### config.mk
export PLATFORM = sky130hd
export DESIGN_NAME = csa_operand_packer
export DESIGN_NICKNAME = d
export VERILOG_FILES = /design/src/rtl/csa_operand_packer.sv
export SDC_FILE = /design/constraint.sdc
export NUM_CORES = 1
export LEC_CHECK = 0
export BUFFER_PORTS_ARGS = -buffer_cell sky130_fd_sc_hd__buf_2
export CORE_MARGIN = 10
export CORE_UTILIZATION = 40
export CTS_CLUSTER_SIZE = 12
export DETAILED_ROUTE_END_ITERATION = 12
export PLACE_DENSITY_LB_ADDON = 0.3
export SLEW_MARGIN = 20
export SYNTH_ARGS = -nofsm -noshare
export SYNTH_HDL_FRONTEND = slang
export SYNTH_SLANG_ARGS = --single-unit
export TNS_END_PERCENT = 100
### constraint.sdc
create_clock -name clk -period 4.25 [get_ports clk]
set_input_delay 0.425 -clock clk [delete_from_list [all_inputs] [get_ports clk]]
set_output_delay 0.425 -clock clk [all_outputs]
set_load 0.03 [all_outputs]
### src/rtl/csa_operand_packer.sv
// ==== csa_operand_packer : groups a 4-bit operand stream into zero-padded CSA triples ====
// ==== rev 1.0                                                                         ====
`default_nettype none

module csa_operand_packer (
  input  logic       clk,
  input  logic       rst_n,
  input  logic [3:0] in_data,
  input  logic       in_valid,
  input  logic       in_last,
  output logic       in_ready,
  output logic [3:0] a,
  output logic [3:0] b,
  output logic [3:0] c,
  output logic       out_valid,
  input  logic       out_ready,
  output logic [1:0] out_cnt,
  output logic       out_last,
  output logic [7:0] grp_cnt
);

  typedef enum logic [1:0] {
    S0   = 2'd0,
    S1   = 2'd1,
    S2   = 2'd2,
    PEND = 2'd3
  } state_t;

  state_t     state_q, state_d;
  logic [3:0] col_a_q, col_a_d, col_b_q, col_b_d, col_c_q, col_c_d;
  logic [1:0] col_cnt_q, col_cnt_d;
  logic       col_last_q, col_last_d;
  logic [3:0] a_q, a_d, b_q, b_d, c_q, c_d;
  logic [1:0] out_cnt_q, out_cnt_d;
  logic       out_last_q, out_last_d;
  logic       out_valid_q, out_valid_d;
  logic [7:0] grp_cnt_q, grp_cnt_d;

  logic       out_free, accept, complete, consume;
  logic [3:0] tri_a, tri_b, tri_c;
  logic [1:0] tri_cnt;

  always_comb begin
    out_free = !out_valid_q || out_ready;
    consume  = out_valid_q && out_ready;
    accept   = in_valid && (state_q != PEND);
    complete = accept && (in_last || (state_q == S2));

    // Triple as it would look if the current operand closed it
    tri_a   = col_a_q;
    tri_b   = 4'd0;
    tri_c   = 4'd0;
    tri_cnt = 2'd3;
    case (state_q)
      S0: begin
        tri_a   = in_data;
        tri_cnt = 2'd1;
      end
      S1: begin
        tri_b   = in_data;
        tri_cnt = 2'd2;
      end
      S2: begin
        tri_b   = col_b_q;
        tri_c   = in_data;
        tri_cnt = 2'd3;
      end
      PEND: ;
    endcase

    state_d     = state_q;
    col_a_d     = col_a_q;
    col_b_d     = col_b_q;
    col_c_d     = col_c_q;
    col_cnt_d   = col_cnt_q;
    col_last_d  = col_last_q;
    a_d         = a_q;
    b_d         = b_q;
    c_d         = c_q;
    out_cnt_d   = out_cnt_q;
    out_last_d  = out_last_q;
    out_valid_d = out_valid_q && !out_ready;
    grp_cnt_d   = grp_cnt_q + {7'd0, consume};

    if (state_q == PEND) begin
      if (out_free) begin
        a_d         = col_a_q;
        b_d         = col_b_q;
        c_d         = col_c_q;
        out_cnt_d   = col_cnt_q;
        out_last_d  = col_last_q;
        out_valid_d = 1'b1;
        state_d     = S0;
        col_a_d     = 4'd0;
        col_b_d     = 4'd0;
        col_c_d     = 4'd0;
        col_cnt_d   = 2'd0;
        col_last_d  = 1'b0;
      end
    end else if (complete) begin
      if (out_free) begin
        a_d         = tri_a;
        b_d         = tri_b;
        c_d         = tri_c;
        out_cnt_d   = tri_cnt;
        out_last_d  = in_last;
        out_valid_d = 1'b1;
        state_d     = S0;
        col_a_d     = 4'd0;
        col_b_d     = 4'd0;
        col_c_d     = 4'd0;
        col_cnt_d   = 2'd0;
        col_last_d  = 1'b0;
      end else begin
        // Park the finished triple until the output register drains
        col_a_d    = tri_a;
        col_b_d    = tri_b;
        col_c_d    = tri_c;
        col_cnt_d  = tri_cnt;
        col_last_d = in_last;
        state_d    = PEND;
      end
    end else if (accept) begin
      if (state_q == S0) begin
        col_a_d = in_data;
        state_d = S1;
      end else begin
        col_b_d = in_data;
        state_d = S2;
      end
    end
  end

  always_ff @(posedge clk) begin
    if (!rst_n) begin
      state_q     <= S0;
      col_a_q     <= 4'd0;
      col_b_q     <= 4'd0;
      col_c_q     <= 4'd0;
      col_cnt_q   <= 2'd0;
      col_last_q  <= 1'b0;
      a_q         <= 4'd0;
      b_q         <= 4'd0;
      c_q         <= 4'd0;
      out_cnt_q   <= 2'd0;
      out_last_q  <= 1'b0;
      out_valid_q <= 1'b0;
      grp_cnt_q   <= 8'd0;
    end else begin
      state_q     <= state_d;
      col_a_q     <= col_a_d;
      col_b_q     <= col_b_d;
      col_c_q     <= col_c_d;
      col_cnt_q   <= col_cnt_d;
      col_last_q  <= col_last_d;
      a_q         <= a_d;
      b_q         <= b_d;
      c_q         <= c_d;
      out_cnt_q   <= out_cnt_d;
      out_last_q  <= out_last_d;
      out_valid_q <= out_valid_d;
      grp_cnt_q   <= grp_cnt_d;
    end
  end

  assign in_ready  = (state_q != PEND);
  assign a         = a_q;
  assign b         = b_q;
  assign c         = c_q;
  assign out_cnt   = out_cnt_q;
  assign out_last  = out_last_q;
  assign out_valid = out_valid_q;
  assign grp_cnt   = grp_cnt_q;

endmodule

`default_nettype wire

==> impl_metrics.py, run 1 <==
metrics = {
    "sta": {
        "setup_viol": 0,
        "finalSetupTns_ns": 0,
        "period_share": 0.525,
        "finalHoldViolations": 0,
        "relSlewSlack": 0.517,
        "final_max_slew_viol_count": 0,
        "fmax_mhz": 448,
        "worst_pin_slew_ns": 0.723,
        "setup_ws_ns": 2.02,
        "fin_skew_ns": 0.00609,
        "fin_crit_ns": 2.23,
        "rsz0062_at_grt": "false",
    },
    "placed_design": {
        "io_buffers": 33,
        "dp_slack_ns": 2.02,
        "dp_hpwl_um": 2990,
        "dp.cells": 265,
        "placed_area_um2": 2020,
        "place_congestion": 0.791,
    },
    "setup_path": {
        "worstPathRequired_ns": 4.45,
        "start_kind": "register",
        "endpoint": "c[1]$_SDFFE_PN0P_",
        "crit_arrival_ns": 2.43,
        "reg2reg_depth": 5,
        "rrSetupSlack_ns": 2.02,
        "r2r_start": "state_q[0]$_SDFFE_PN0P_",
        "critPathLaunch": "state_q[0]$_SDFFE_PN0P_",
        "worstPathMaxFanout": 28,
        "critical_path_class": "reg2reg",
        "reg2reg_to": "c[1]$_SDFFE_PN0P_",
        "end_kind": "register",
    },
    "logic_synthesis": {
        "async_reset_ff_frac": 0,
        "ys_seq_elements": 41,
        "synthCells": 190,
        "mappedNetlistArea_um2": 1840,
        "yosysWarningCount": 0,
        "synth_edf_count": 0,
        "ys_seq_area_frac": 0.446,
        "syn_avg_cell_area_um2": 9.68,
        "yosys.area.top_type_share": 0.446,
        "synth_cell_types": 39,
        "synthTopCellsByArea": "dfxtp_1 (45%), a22o_1 (5.7%), o211a_1 (4.9%)",
        "synthTopCellsByCount": "dfxtp_1 (41), nand2_1 (20), a22o_1 (12)",
        "syn_nets": 206,
        "synth_area_leader_cell": "dfxtp_1",
        "ys.flop_type": "dfxtp_1",
        "post-synth-top-count-cell": "dfxtp_1",
    },
    "global_routing": {
        "grt_antenna_before_repair": 0,
        "grt_max_degree": 33,
        "grt_pass1_wl_um": 7130,
        "gr-usage-all-layers": 0.114,
        "grt.overflow.total": 0,
        "grt_pass1_vias": 1508,
    },
    "clock_tree": {
        "cts_hold_buf": 0,
        "cts_made_buffers": 5,
        "cts_root_buf": "clkbuf_8",
        "cts_tree": "done",
        "postCtsSetupBuffers": 0,
        "htreeDepth": 2,
        "cts_resized": 0,
        "clk_latency_ns": 0.29,
        "cts_buffer_depth": 2,
        "cts.reportedPaths.clkPinSlew_ns": 0.09,
        "cts_sinks": 41,
    },
    "floorplan": {
        "coreArea_um2": 4410,
        "ios": 34,
        "fp.dieH_um": 87.8,
        "start_util": 0.417,
        "rows": 24,
        "dieArea_um2": 7710,
        "fp.dieW_um": 87.8,
    },
    "job": {
        "maxCapViolCount": 0,
    },
    "drt": {
        "drt-initial-drc-count": 115,
        "firstDrtPassIters": 4,
        "drt-total-wl_um": 4210,
        "drc": 0,
        "vias": 1478,
        "postRouteAntennaNets": 0,
        "avgRoutedWirePerCell_um": 15.4,
        "vias_per_cell": 5.41,
    },
    "final_layout": {
        "syn_to_final_growth_pct": 17.1,
        "fill_cells": 436,
        "drive_gt1_frac": 0.213,
        "fin_area_um2": 2150,
        "diodes": 0,
        "fin_cells": 273,
        "regArea_um2": 821,
        "multiInputGateArea_um2": 950,
        "layout.nets": 236,
    },
    "worst_hold_path": {
        "hp-class": "in2reg",
        "hold_depth": 2,
    },
    "pwr": {
        "p_leak_nw": 1.01,
        "powerDensity_nw_per_um2": 416,
        "peakVddDrop_mv": 0.202,
    },
    "status": {
        "run_status": "completed",
    },
}
==> cell families after synthesis <==
logic type | after synthesis | synth area share
xor gates and xnor gates | 5 | 0.0238
AOI/OAI and AO/OA | 59 | 0.250
buffers and inverters | 14 | 0.0374
muxes | 7 | 0.0381
and+or+nand+nor | 57 | 0.156
DFF | 41 | 0.446
adders and majority gates | 7 | 0.0476
==> metrics by stage <==
step                      hold slack, ns   util  power, W
final                              0.424  0.488  0.000897
after global routing               0.438  0.488  0.000932
after CTS                          0.424  0.488  0.000905
after detailed placement           0.455  0.457  0.000530
after global placement             0.458  0.457  0.000529
after floorplan                    0.442      -  0.000498
==> metal layers <==
metal | track usage | vias up | share of wire
met3 | 0.0325 | 7 | 0.046
li1 | - | 746 | -
met5 | 0 | - | 0
met2 | 0.187 | 31 | 0.46
met1 | 0.139 | 694 | 0.48
met4 | 0.0391 | 0 | 0.013
==> state kept, by name (all words and copies together), names as in the netlist <==
register,flops
out_cnt,2
out_last,1
state_q,2
c,4
col_c_q,4
b,4
col_cnt_q,2
out_valid,1
col_a_q,4
col_last_q,1
a,4
col_b_q,4
grp_cnt,8
==> where the power goes <==
part           internal [W]  leakage (nW)  switching, W
clock network      0.000236        0.0687      0.000141
registers          0.000401         0.334    0.00000889
logic             0.0000373         0.606     0.0000724
total              0.000674          1.01      0.000222
==> worst max-delay path: stages, from the launching register on <==
cell      delay [ns]
dfxtp_1         0.41
ha_1            0.60
inv_2           0.15
a21oi_4         0.63
o211ai_1        0.18
o211a_1         0.17
==> layout make-up <==
cell class / count / area share
multi-input combinational: 135 / 0.441
sequential: 41 / 0.381
timing repair buffer: 33 / 0.0767
clock buffer: 5 / 0.0320
clock inverter: 3 / 0.0320
tap: 52 / 0.0302
inverter: 4 / 0.00697
==> layout by cell type, fill, tap and decap left out, types with 9 or more instances in the layout <==
| master | synthesis | layout |
|---|---|---|
| dfxtp_1 | 41 | 41 |
| buf_2 | 4 | 33 |
| nand2_1 | 20 | 20 |
| a22o_1 | 12 | 12 |
| o21ai_1 | 10 | 10 |
| o211a_1 | 9 | 9 |
==> how the worst min path moves through the flow <==
stage	start	endpoint	slack, ns
6_report	in_data[3]	col_b_q[3]$_SDFFE_PN0P_	0.42
5_1_grt	in_data[1]	col_a_q[1]$_SDFFE_PN0P_	0.44
2_1_floorplan	col_c_q[0]$_SDFFE_PN0P_	col_c_q[0]$_SDFFE_PN0P_	0.44
3_5_place_dp	col_c_q[0]$_SDFFE_PN0P_	col_c_q[0]$_SDFFE_PN0P_	0.46
3_3_place_gp	col_c_q[0]$_SDFFE_PN0P_	col_c_q[0]$_SDFFE_PN0P_	0.46
4_1_cts	in_data[1]	col_a_q[1]$_SDFFE_PN0P_	0.42
(Power assumes the default switching activity.)
==> run 2, diff against run 1 <==
- clock period: 4.25 -> 2.13 ns (I/O delays scaled with it)
==> impl_metrics.py, run 2 (synthesized netlist as in run 1, its figures left out) <==
metrics = {
    "status": {
        "run_status": "completed",
    },
    "sta": {
        "setup_ws_ns": 0.159,
        "fmax_mhz": 507,
        "period_share": 0.925,
        "relSlewSlack": 0.709,
        "fin_crit_ns": 1.97,
        "setup_viol": 0,
        "finalHoldViolations": 0,
        "fin_skew_ns": 0.00636,
        "worst_pin_slew_ns": 0.437,
        "finalSetupTns_ns": 0,
        "rsz0062_at_grt": "false",
        "final_max_slew_viol_count": 0,
    },
    "floorplan": {
        "fp.dieW_um": 87.8,
        "rows": 24,
        "coreArea_um2": 4410,
        "start_util": 0.417,
        "ios": 34,
        "fp.dieH_um": 87.8,
        "dieArea_um2": 7710,
    },
    "pwr": {
        "power.switching_w": 0.000430,
        "power_frac_clock": 0.381,
        "internal_power_w": 0.00127,
        "peakVddDrop_mv": 0.443,
        "p_seq_frac": 0.482,
        "powerDensity_nw_per_um2": 774,
        "p_leak_nw": 1.04,
        "switching_share": 0.253,
        "p_comb_frac": 0.138,
    },
    "setup_path": {
        "slowest_delay_ns": 0.46,
        "critical_path_class": "reg2reg",
        "worstPathRequired_ns": 2.36,
        "crit_arrival_ns": 2.20,
        "path_cells": "ha_1, nand2b_1, nor2_1, a221oi_2, a22o_1",
        "worstPathMaxFanout": 12,
        "crit_slowest_cell": "ha_1",
        "end_kind": "register",
        "start_kind": "register",
    },
    "placed_design": {
        "dp_slack_ns": 0.282,
        "io_buffers": 33,
        "place_congestion": 0.862,
        "dp_hpwl_um": 3110,
    },
    "clock_tree": {
        "cts.reportedPaths.clkPinSlew_ns": 0.08,
        "cts_buffer_depth": 2,
        "cts_hold_buf": 0,
        "htreeDepth": 2,
        "clk_latency_ns": 0.29,
        "cts_tree": "done",
        "cts_resized": 0,
        "cts_sinks": 41,
        "postCtsSetupBuffers": 0,
        "cts_root_buf": "clkbuf_8",
        "cts_made_buffers": 5,
    },
    "global_routing": {
        "grt_pass1_vias": 1450,
        "grt.overflow.total": 0,
        "grt_antenna_before_repair": 0,
        "gr-usage-all-layers": 0.114,
        "grt_pass1_wl_um": 7020,
        "grt_max_degree": 29,
    },
    "final_layout": {
        "final_cell_mix": "dfxtp_1 (41), buf_2 (33), nand2_1 (20), a22o_1 (12), o21ai_1 (10)",
        "fill_cells": 430,
        "layout.nets": 244,
        "largest_reg_flops": 8,
        "diodes": 0,
        "postLayoutCoreUtil": 0.497,
        "drive_gt1_frac": 0.236,
        "final_common_cell": "dfxtp_1",
        "syn_to_final_growth_pct": 19.2,
    },
    "drt": {
        "vias": 1497,
        "avgRoutedWirePerCell_um": 15.4,
        "drt-total-wl_um": 4330,
        "postRouteAntennaNets": 0,
        "vias_per_cell": 5.33,
        "drc": 0,
        "drt-initial-drc-count": 91,
        "firstDrtPassIters": 5,
    },
    "worst_hold_path": {
        "hp-class": "in2reg",
    },
    "job": {
        "maxCapViolCount": 0,
    },
}
run 2: final cells by class:
type                       count  area (um2)  share of cell area
timing repair buffer          41         225               0.103
clock inverter                 1        30.0              0.0137
tap                           52        65.1              0.0297
inverter                       4        15.0             0.00685
sequential                    41         821               0.374
multi-input combinational    135         950               0.433
clock buffer                   7        86.3              0.0394
run 2: worst paths after layout:
path | startpoint | to | slack [ns] | depth (start not counted)
setup reg to reg | state_q[0]$_SDFFE_PN0P_ | col_b_q[2]$_SDFFE_PN0P_ | 0.16 | 5
hold reg to reg | col_b_q[3]$_SDFFE_PN0P_ | col_b_q[3]$_SDFFE_PN0P_ | 0.49 | 1
setup / recovery | state_q[0]$_SDFFE_PN0P_ | col_b_q[2]$_SDFFE_PN0P_ | 0.16 | 5
hold / removal | rst_n | out_valid$_SDFF_PN0_ | 0.20 | 2
run 2: per-stage QoR:
step           power, W  cells  instance area, um2  hold slack, ns
6_report        0.00170    281                2190           0.196
5_1_grt         0.00178    281                2190           0.194
4_1_cts         0.00171    281                2190           0.191
3_5_place_dp    0.00107    273                2080           0.464
3_3_place_gp    0.00107    273                2080           0.463
2_1_floorplan  0.000993    190                1840           0.338
run 2: metal layers:
metal  routed length [um]  GRT usage
met5                    0          0
met4                   39     0.0348
met3                  179     0.0418
met2                 2050      0.178
met1                 2060      0.143
run 2: power by group through the flow:
stage / Sequential [W] / Clock, W / Combinational (W)
2_1_floorplan: 0.000879 / 0 / 0.000114
3_3_place_gp: 0.000834 / 0 / 0.000233
3_5_place_dp: 0.000835 / 0 / 0.000234
4_1_cts: 0.000817 / 0.000661 / 0.000236
5_1_grt: 0.000821 / 0.000702 / 0.000255
6_report: 0.000817 / 0.000646 / 0.000233
run 2: worst max-delay path: cells and delay by family, from the launching register on:
kind	cells	cell delay (ns)
fa+ha+maj	1	0.46
simple gates	2	0.40
compound gates	2	0.64
flops	1	0.42
==> run 3, diff against run 2 <==
- PLACE_DENSITY: not set -> 0.59
- PLACE_DENSITY_LB_ADDON: 0.3 -> not set
- SLEW_MARGIN: 20 -> 25
==> impl_metrics.py, run 3 (synthesized netlist as in run 1, its figures left out) <==
metrics = {
    "status": {
        "run_status": "completed",
    },
    "pwr": {
        "p_seq_frac": 0.481,
        "internal_power_w": 0.00126,
        "power.switching_w": 0.000435,
        "switching_share": 0.256,
        "p_leak_nw": 1.03,
        "peakVddDrop_mv": 0.404,
        "p_comb_frac": 0.137,
        "power_frac_clock": 0.382,
        "power_w": 0.00170,
        "powerDensity_nw_per_um2": 778,
    },
    "clock_tree": {
        "cts_made_buffers": 5,
        "cts_root_buf": "clkbuf_8",
        "cts_buffer_depth": 2,
        "cts_sinks": 41,
        "cts.reportedPaths.clkPinSlew_ns": 0.08,
        "postCtsSetupBuffers": 0,
        "cts_resized": 0,
        "clk_latency_ns": 0.29,
        "htreeDepth": 2,
        "cts_tree": "done",
        "cts_hold_buf": 0,
    },
    "setup_path": {
        "reg2reg_depth": 6,
        "endpoint": "col_b_q[2]$_SDFFE_PN0P_",
        "worstPathMaxFanout": 10,
        "end_kind": "register",
        "crit_arrival_ns": 2.15,
        "reg2reg_to": "col_b_q[2]$_SDFFE_PN0P_",
        "r2r_start": "state_q[0]$_SDFFE_PN0P_",
        "rrSetupSlack_ns": 0.21,
        "critical_path_class": "reg2reg",
        "worstPathRequired_ns": 2.36,
        "start_kind": "register",
        "critPathLaunch": "state_q[0]$_SDFFE_PN0P_",
    },
    "global_routing": {
        "grt_antenna_before_repair": 0,
        "grt.overflow.total": 0,
        "gr-usage-all-layers": 0.118,
        "grt_pass1_vias": 1497,
        "grt_max_degree": 27,
        "grt_pass1_wl_um": 7310,
    },
    "sta": {
        "finalSetupTns_ns": 0,
        "fin_crit_ns": 1.92,
        "setup_viol": 0,
        "relSlewSlack": 0.735,
        "final_max_slew_viol_count": 0,
        "fin_skew_ns": 0.00541,
        "setup_ws_ns": 0.212,
        "period_share": 0.900,
        "finalHoldViolations": 0,
        "worst_pin_slew_ns": 0.398,
        "fmax_mhz": 521,
        "rsz0062_at_grt": "false",
    },
    "floorplan": {
        "fp.dieH_um": 87.8,
        "fp.dieW_um": 87.8,
        "start_util": 0.417,
        "ios": 34,
        "coreArea_um2": 4410,
        "rows": 24,
        "dieArea_um2": 7710,
    },
    "final_layout": {
        "layout.nets": 241,
        "largest_reg_flops": 8,
        "final_cell_mix": "dfxtp_1 (41), buf_2 (33), nand2_1 (20), a22o_1 (12), o21ai_1 (10)",
        "postLayoutCoreUtil": 0.495,
        "fill_cells": 429,
        "final_common_cell": "dfxtp_1",
        "drive_gt1_frac": 0.230,
        "syn_to_final_growth_pct": 18.8,
        "diodes": 0,
    },
    "drt": {
        "drt-initial-drc-count": 76,
        "vias_per_cell": 5.35,
        "avgRoutedWirePerCell_um": 15.6,
        "drc": 0,
        "drt-total-wl_um": 4340,
        "postRouteAntennaNets": 0,
        "firstDrtPassIters": 4,
        "vias": 1487,
    },
    "placed_design": {
        "dp_slack_ns": 0.282,
        "io_buffers": 33,
        "dp_hpwl_um": 3230,
        "place_congestion": 0.834,
    },
    "worst_hold_path": {
        "hp-class": "in2reg",
    },
    "job": {
        "maxCapViolCount": 0,
    },
}
run 3: changes by cell type in the layout (fill, tap and decap cells not counted), sizes merged:
cell | before | now
clkbuf | 7 | 6
clkinvlp | 0 | 1
buf | 41 | 38
run 3: routing by layer:
layer  wire length, um  track usage  vias to the layer above
li1                  -            -                      757
met1              2020        0.146                      684
met2              1970        0.183                       40
met3               308       0.0455                        6
met4                39       0.0362                        0
met5                 0            0                        -
run 3: worst min-delay path by stage:
stage                                  startpoint                      end  slack (ns)  cells past startpoint
after floorplan                        in_data[0]  col_b_q[0]$_SDFFE_PN0P_        0.34                      1
after global placement    col_c_q[3]$_SDFFE_PN0P_  col_c_q[3]$_SDFFE_PN0P_        0.46                      1
after detailed placement  col_c_q[2]$_SDFFE_PN0P_  col_c_q[2]$_SDFFE_PN0P_        0.46                      1
after CTS                                   rst_n        b[0]$_SDFFE_PN0P_        0.23                      3
after global routing                        rst_n     out_valid$_SDFF_PN0_        0.23                      2
final                                       rst_n        b[0]$_SDFFE_PN0P_        0.23                      3
run 3: power groups by stage:
stage	registers [W]	clock network, W	logic [W]
finish	0.000818	0.000650	0.000232
global route	0.000822	0.000693	0.000255
CTS	0.000818	0.000666	0.000234
detailed placement	0.000836	0	0.000233
global placement	0.000836	0	0.000233
floorplan	0.000879	0	0.000114
run 3: through the flow:
stage / hold slack [ns] / cell area (um2) / instances
finish: 0.227 / 2190 / 278
global route: 0.235 / 2190 / 278
CTS: 0.225 / 2190 / 278
detailed placement: 0.460 / 2070 / 270
global placement: 0.460 / 2070 / 270
floorplan: 0.338 / 1840 / 190
run 3: area by class of cell:
| cell class | count | area, um2 | area share |
|---|---|---|---|
| inverter | 4 | 15.0 | 0.00687 |
| clock buffer | 6 | 82.6 | 0.0378 |
| tap | 52 | 65.1 | 0.0298 |
| sequential | 41 | 821 | 0.376 |
| multi-input combinational | 135 | 950 | 0.434 |
| clock inverter | 2 | 37.5 | 0.0172 |
| timing repair buffer | 38 | 215 | 0.0985 |
run 3: worst max-delay path, cell delays in order, from the launching register on:
cell	delay (ns)
dfxtp_1	0.41
inv_1	0.09
ha_1	0.34
nor2_2	0.31
nor2_1	0.13
a221oi_2	0.38
a22o_1	0.19
